--- src/rtl/cmp_branch_seq.sv ---
// Multi-cycle fetch/decode/execute sequencer for the 16-bit lab datapath.
// Owns the PC, drives the compare unit and resolves branches from its F flag.
module cmp_branch_seq #(
  parameter logic [15:0] RESET_PC = 16'h0000
) (
  input  logic        clk,
  input  logic        rst_n,
  output logic        imem_req,
  output logic [15:0] imem_addr,
  input  logic        imem_ack,
  input  logic [15:0] imem_rdata,
  output logic        cmp_en,
  output logic [3:0]  cmp_cond,
  input  logic        cmp_f,
  output logic [3:0]  rf_raddr_n,
  output logic [3:0]  rf_raddr_m,
  output logic        rf_we,
  output logic [3:0]  rf_waddr,
  output logic [15:0] pc,
  output logic        halted,
  input  logic        resume,
  output logic        illegal,
  output logic [15:0] retired
);

  typedef enum logic [2:0] {
    S_FETCH  = 3'd0,
    S_DECODE = 3'd1,
    S_EXEC   = 3'd2,
    S_WB     = 3'd3,
    S_HALT   = 3'd4
  } state_t;

  localparam logic [3:0] OP_NOP  = 4'h0;
  localparam logic [3:0] OP_CMP  = 4'h1;
  localparam logic [3:0] OP_B    = 4'h2;
  localparam logic [3:0] OP_ALU  = 4'h3;
  localparam logic [3:0] OP_HALT = 4'hF;

  state_t      state_q, state_d;
  logic [15:0] pc_q, pc_d;
  logic [15:0] ir_q, ir_d;
  logic [15:0] retired_q, retired_d;
  logic        illegal_q, illegal_d;
  logic        imem_req_q, imem_req_d;
  logic        cmp_en_q, cmp_en_d;
  logic        rf_we_q, rf_we_d;
  logic        halted_q, halted_d;

  logic [3:0]  opcode;
  logic        op_known;
  logic [15:0] pc_inc;
  logic [15:0] pc_branch;

  assign opcode    = ir_q[15:12];
  assign op_known  = (opcode == OP_NOP) || (opcode == OP_CMP) || (opcode == OP_B) ||
                     (opcode == OP_ALU) || (opcode == OP_HALT);
  assign pc_inc    = pc_q + 16'd1;
  assign pc_branch = pc_q + {{8{ir_q[7]}}, ir_q[7:0]};

  always_comb begin
    state_d   = state_q;
    pc_d      = pc_q;
    ir_d      = ir_q;
    retired_d = retired_q;
    illegal_d = illegal_q;

    case (state_q)
      S_FETCH: begin
        // Only an acknowledge to a request actually on the bus is accepted.
        if (imem_req_q && imem_ack) begin
          ir_d    = imem_rdata;
          state_d = S_DECODE;
        end
      end
      S_DECODE: begin
        if (!op_known) begin
          illegal_d = 1'b1;
        end
        if (opcode == OP_HALT) begin
          state_d   = S_HALT;
          retired_d = retired_q + 16'd1;
        end else begin
          state_d = S_EXEC;
        end
      end
      S_EXEC: begin
        if (opcode == OP_ALU) begin
          state_d = S_WB;
        end else begin
          state_d   = S_FETCH;
          retired_d = retired_q + 16'd1;
          pc_d      = ((opcode == OP_B) && cmp_f) ? pc_branch : pc_inc;
        end
      end
      S_WB: begin
        state_d   = S_FETCH;
        retired_d = retired_q + 16'd1;
        pc_d      = pc_inc;
      end
      S_HALT: begin
        if (resume) begin
          state_d = S_FETCH;
          pc_d    = pc_inc;
        end
      end
      default: begin
        state_d = S_FETCH;
      end
    endcase

    // Outputs are decoded from the next state so they come straight off flops.
    imem_req_d = (state_d == S_FETCH);
    cmp_en_d   = (state_d == S_EXEC) && (ir_d[15:12] == OP_CMP);
    rf_we_d    = (state_d == S_WB);
    halted_d   = (state_d == S_HALT);
  end

  always_ff @(posedge clk or negedge rst_n) begin
    if (!rst_n) begin
      state_q    <= S_FETCH;
      pc_q       <= RESET_PC;
      ir_q       <= 16'h0000;
      retired_q  <= 16'h0000;
      illegal_q  <= 1'b0;
      imem_req_q <= 1'b0;
      cmp_en_q   <= 1'b0;
      rf_we_q    <= 1'b0;
      halted_q   <= 1'b0;
    end else begin
      state_q    <= state_d;
      pc_q       <= pc_d;
      ir_q       <= ir_d;
      retired_q  <= retired_d;
      illegal_q  <= illegal_d;
      imem_req_q <= imem_req_d;
      cmp_en_q   <= cmp_en_d;
      rf_we_q    <= rf_we_d;
      halted_q   <= halted_d;
    end
  end

  assign imem_req   = imem_req_q;
  assign imem_addr  = pc_q;
  assign cmp_en     = cmp_en_q;
  assign cmp_cond   = ir_q[11:8];
  assign rf_raddr_n = ir_q[7:4];
  assign rf_raddr_m = ir_q[3:0];
  assign rf_we      = rf_we_q;
  assign rf_waddr   = ir_q[11:8];
  assign pc         = pc_q;
  assign halted     = halted_q;
  assign illegal    = illegal_q;
  assign retired    = retired_q;

endmodule
--- config.mk ---
export PLATFORM = sky130hd
export DESIGN_NAME = cmp_branch_seq
export DESIGN_NICKNAME = d
export VERILOG_FILES = /design/src/rtl/cmp_branch_seq.sv
export SDC_FILE = /design/constraint.sdc
export NUM_CORES = 1
export LEC_CHECK = 0
export BUFFER_PORTS_ARGS = -buffer_cell sky130_fd_sc_hd__buf_2
export CAP_MARGIN = 15
export CORE_UTILIZATION = 58
export DETAILED_ROUTE_END_ITERATION = 12
export GPL_TIMING_DRIVEN = 0
export PLACE_DENSITY = 0.87
export SLEW_MARGIN = 20
export SYNTH_ARGS = -nofsm -noshare
export SYNTH_HDL_FRONTEND = slang
export SYNTH_SLANG_ARGS = --single-unit
--- constraint.sdc ---
create_clock -name clk -period 4.65 [get_ports clk]
set_input_delay 0.2325 -clock clk [delete_from_list [all_inputs] [get_ports clk]]
set_output_delay 0.2325 -clock clk [all_outputs]
set_load 0.01 [all_outputs]
==> key figures <==
Place
  • Port bufs: 89
  • Post-DP HPWL: 6.181 mm
  • Gpl congestion: 0.9305
  • Area after DPL: 4218 µm²

Setup path
  • Reg-to-Reg Start: imem_addr[0]
  • RR Endpoint: imem_addr[14]
  • Crit path top cell by count: o21ai_1
  • Critical path required time: 4.86 ns
  • Flop-to-flop setup slack: 2.09 ns
  • Setup crit start kind: flip-flop
  • CP Launch Point: imem_addr[0]
  • CP Cell Sequence: ha_1 -> fa_1 -> a21o_1 -> a221oi_2 -> o21ai_1 -> a311oi_2 -> xor2_1 -> o21ai_1
  • Crit Path Category: reg -> reg
  • Setup crit end: imem_addr[14]
  • Worst setup EP type: flip-flop
  • Arr. time, crit path: 2.77 ns
  • Crit-path max cell delay: 0.46 ns
  • Largest fanout on the critical path: 6
  • FF-to-FF path depth: 8
  • Critical-path top delay cell: dfrtp_1

Final layout
  • Fin util: 71.66%
  • Reg area: 1401 µm²
  • N_diodes: 0
  • Fraction of layout cells with a size suffix above 1: 36.40%
  • Multi-input gate area: 1956 µm²
  • Area growth syn-to-layout: 17.46%
  • # fillers: 477
  • Layout Cell Area excl Fill: 4318 µm²
  • Layout Nets: 516

CTS
  • Clk root buf: clkbuf_8
  • Post-CTS setup buffer count: 0
  • H-tree level count: 2
  • CTS Hold Bufs: 1
  • CTS Buf Count: 5
  • Clk Latency, worst-skew pair: 0.32 ns
  • Clock slew at reported path FFs: 0.11 ns
  • Clk sinks: 56
  • Max Buffers Root-to-Sink: 2
  • PostCTS Resize Cnt: 0
  • CTS tree: yes

Detailed routing
  • Vias: 3,198
  • Wire per inst: 14.90 µm
  • Residual DRC: 0
  • Post-route ant nets: 0
  • TritonRoute pass-1 iters: 6
  • Final wirelength: 8.239 mm
  • DR vias/cell: 5.783
  • First DRT Iteration DRCs: 190

Power and ir drop
  • Comb pwr share: 63.7%
  • Max VDD drop: 0.3948 mV
  • Reg power frac: 27.6%
  • Switching share of power: 46.50%
  • Power Density: 764.2 nW/µm²
  • Leakage: 2.076 nW
  • NetSw: 0.001534 W
  • Internal: 0.001765 W
  • Clock power frac: 8.6%

Logic synthesis
  • Ys flop type: dfrtp_1
  • Post-synth top area cell: dfrtp_1
  • Ys Warns: 0
  • Post-synth top area share: 38.12%
  • Post-synth ARST share: 100.0%
  • Post-synth EDFFs: 0
  • Sequential fraction of the synthesis area: 38.12%
  • Synth top area cells: dfrtp_1 (38%), buf_4 (6.9%), ha_1 (5.8%), mux2_2 (5.5%), xnor2_1 (4.5%)
  • Number of distinct library cells after synthesis: 61
  • Register bit total from synthesis: 56
  • Synth Instances: 380
  • Mapped Nets: 419
  • Cell area after synthesis: 3676 µm²
  • Post-Syn Area per Cell: 9.674 µm²

Timing
  • Final Hold Fails: 0
  • Unrepaired setup endpoints after global routing: false
  • Slew @ Worst Pin: 0.7089 ns
  • Worst Skew: 0.006983 ns
  • Final setup TNS: 0 ns
  • # setup viols final: 0
  • Final Cycle Share: 55.06%
  • Max Fclk: 0.3906 GHz
  • Slew margin rel.: 52.74%
  • Max Slew Vio Count: 0
  • Tmin final: 2.560 ns

GRT
  • Global-route wire length before repair: 13.59 mm
  • Grt total ovfl: 0
  • Initial antenna violation count: 0
  • Total GRT Usage: 26.49%
  • Largest net degree at the start of global routing: 57
  • Number of global-route vias before repair: 2,898

Run status
  • Status: completed

Floorplan
  • Initial Utilization: 61.00%
  • Die Area: 6660 µm²
  • FP Rows: 28
  • I/O Pins: 90
  • Die width: 81.61 µm
  • CORE AREA: 6026 µm²
  • Die height: 81.61 µm

Run
  • Max Cap Viol: 0

Hold path
  • Worst min path class: in -> reg
  • Worst hold path depth: 2
## placed cells by master, fill, tap and decap left out, types with 2 or more instances in the layout
cell type / Yosys / routed
nor2_2: 2 / 2
clkbuf_8: 0 / 5
o21ai_1: 2 / 2
ha_1: 17 / 17
dfrtp_1: 56 / 56
nor3_1: 7 / 7
o21a_1: 4 / 4
nor2_4: 2 / 2
buf_2: 5 / 93
mux2_2: 18 / 18
o21bai_1: 2 / 2
nand2b_1: 2 / 2
inv_6: 0 / 2
or2_2: 2 / 2
nand3_1: 11 / 11
clkbuf_1: 2 / 3
a31oi_1: 2 / 2
nand2_1: 31 / 31
and2_1: 2 / 2
a221oi_1: 2 / 2
buf_4: 34 / 35
and4_1: 4 / 4
and3_1: 8 / 8
a21oi_1: 31 / 31
o21ai_0: 20 / 20
inv_1: 6 / 6
nor2_1: 21 / 21
a41o_1: 2 / 2
a31o_2: 2 / 2
a22oi_1: 4 / 4
nand4bb_1: 2 / 2
nor4_1: 2 / 2
xor2_1: 11 / 11
mux2i_1: 2 / 2
nand4_1: 13 / 13
xnor2_1: 19 / 19
a21o_1: 4 / 4
## flip-flops by register name, summed over array words and instances (netlist names)
register / count
rf_we: 1
ir_q: 16
imem_req: 1
state_q: 3
imem_addr: 16
retired: 16
halted: 1
illegal: 1
cmp_en: 1
## worst min path at each step
| stage | from | end | slack [ns] |
|---|---|---|---|
| floorplan | rst_n | cmp_en | -0.06 |
| global placement | retired[15] | retired[15] | 0.46 |
| detailed placement | rst_n | imem_addr[14] | 0.33 |
| CTS | imem_rdata[2] | ir_q[2] | 0.13 |
| global route | imem_rdata[7] | ir_q[7] | 0.13 |
| finish | imem_rdata[7] | ir_q[7] | 0.13 |
## stage by stage
stage                     setup WS [ns]  power, W  hold slack [ns]  std cells
after floorplan                   2.285  0.002436         -0.06309        380
after global placement            2.144  0.002912           0.4577        544
after detailed placement          2.124  0.002994           0.3283        544
after CTS                         2.115  0.003290           0.1316        553
after global routing              2.001  0.003586           0.1294        553
final                             2.090  0.003300           0.1349        553
## cells by family (layout without fill, tap and decap cells)
| family | count (synthesis) | in the layout | share of synthesized area, % |
|---|---|---|---|
| xor gates and xnor gates | 30 | 30 | 7.148 |
| adders and majority gates | 18 | 18 | 6.331 |
| muxes | 20 | 20 | 6.058 |
| DFF | 56 | 56 | 38.12 |
| and+or+nand+nor | 121 | 121 | 18.62 |
| buffers and inverters | 49 | 147 | 8.679 |
| AOI/OAI and AO/OA | 86 | 86 | 15.04 |
## cell usage after synthesis (2+ instances only)
cell and n:
dfrtp_1 56, buf_4 34, a21oi_1 31, nand2_1 31
nor2_1 21, o21ai_0 20, xnor2_1 19, mux2_2 18
ha_1 17, nand4_1 13, nand3_1 11, xor2_1 11
and3_1 8, nor3_1 7, inv_1 6, buf_2 5
a21o_1 4, a22oi_1 4, and4_1 4, o21a_1 4
a221oi_1 2, a31o_2 2, a31oi_1 2, a41o_1 2
and2_1 2, clkbuf_1 2, mux2i_1 2, nand2b_1 2
nand4bb_1 2, nor2_2 2, nor2_4 2, nor4_1 2
o21ai_1 2, o21bai_1 2, or2_2 2
## cell type report
cell class | instances | area share [%]
buffer | 43 | 6.868
clock buffer | 6 | 1.681
timing repair buffer | 90 | 10.61
tap | 75 | 2.173
inverter | 6 | 0.5216
sequential | 56 | 32.45
clock inverter | 2 | 0.4057
multi-input combinational | 275 | 45.29
## metal layers
metal,vias up,GRT usage [%],wire [µm]
met3,16,4.667,560
li1,1543,-,-
met4,0,8.596,126
met2,124,43.17,3984
met1,1515,35.79,3566
met5,-,0,0
## worst max-delay path, delay by kind of cell, from the launching register on
kind | cells | cell delay [ns]
AO/OA/AOI/OAI | 5 | 1.16
adder cells (fa/ha/maj) | 2 | 0.65
flip-flops | 1 | 0.46
XOR/XNOR | 1 | 0.18
## power groups by stage
stage	logic [W]	clock network [W]	registers, W
floorplan	0.00153	0	0.000903
global placement	0.00201	0	0.000904
detailed placement	0.00207	0	0.000920
CTS	0.00209	0.000288	0.000912
global route	0.00233	0.000305	0.000952
finish	0.00210	0.000285	0.000912
No activity file was read; power rests on OpenSTA's default activity.
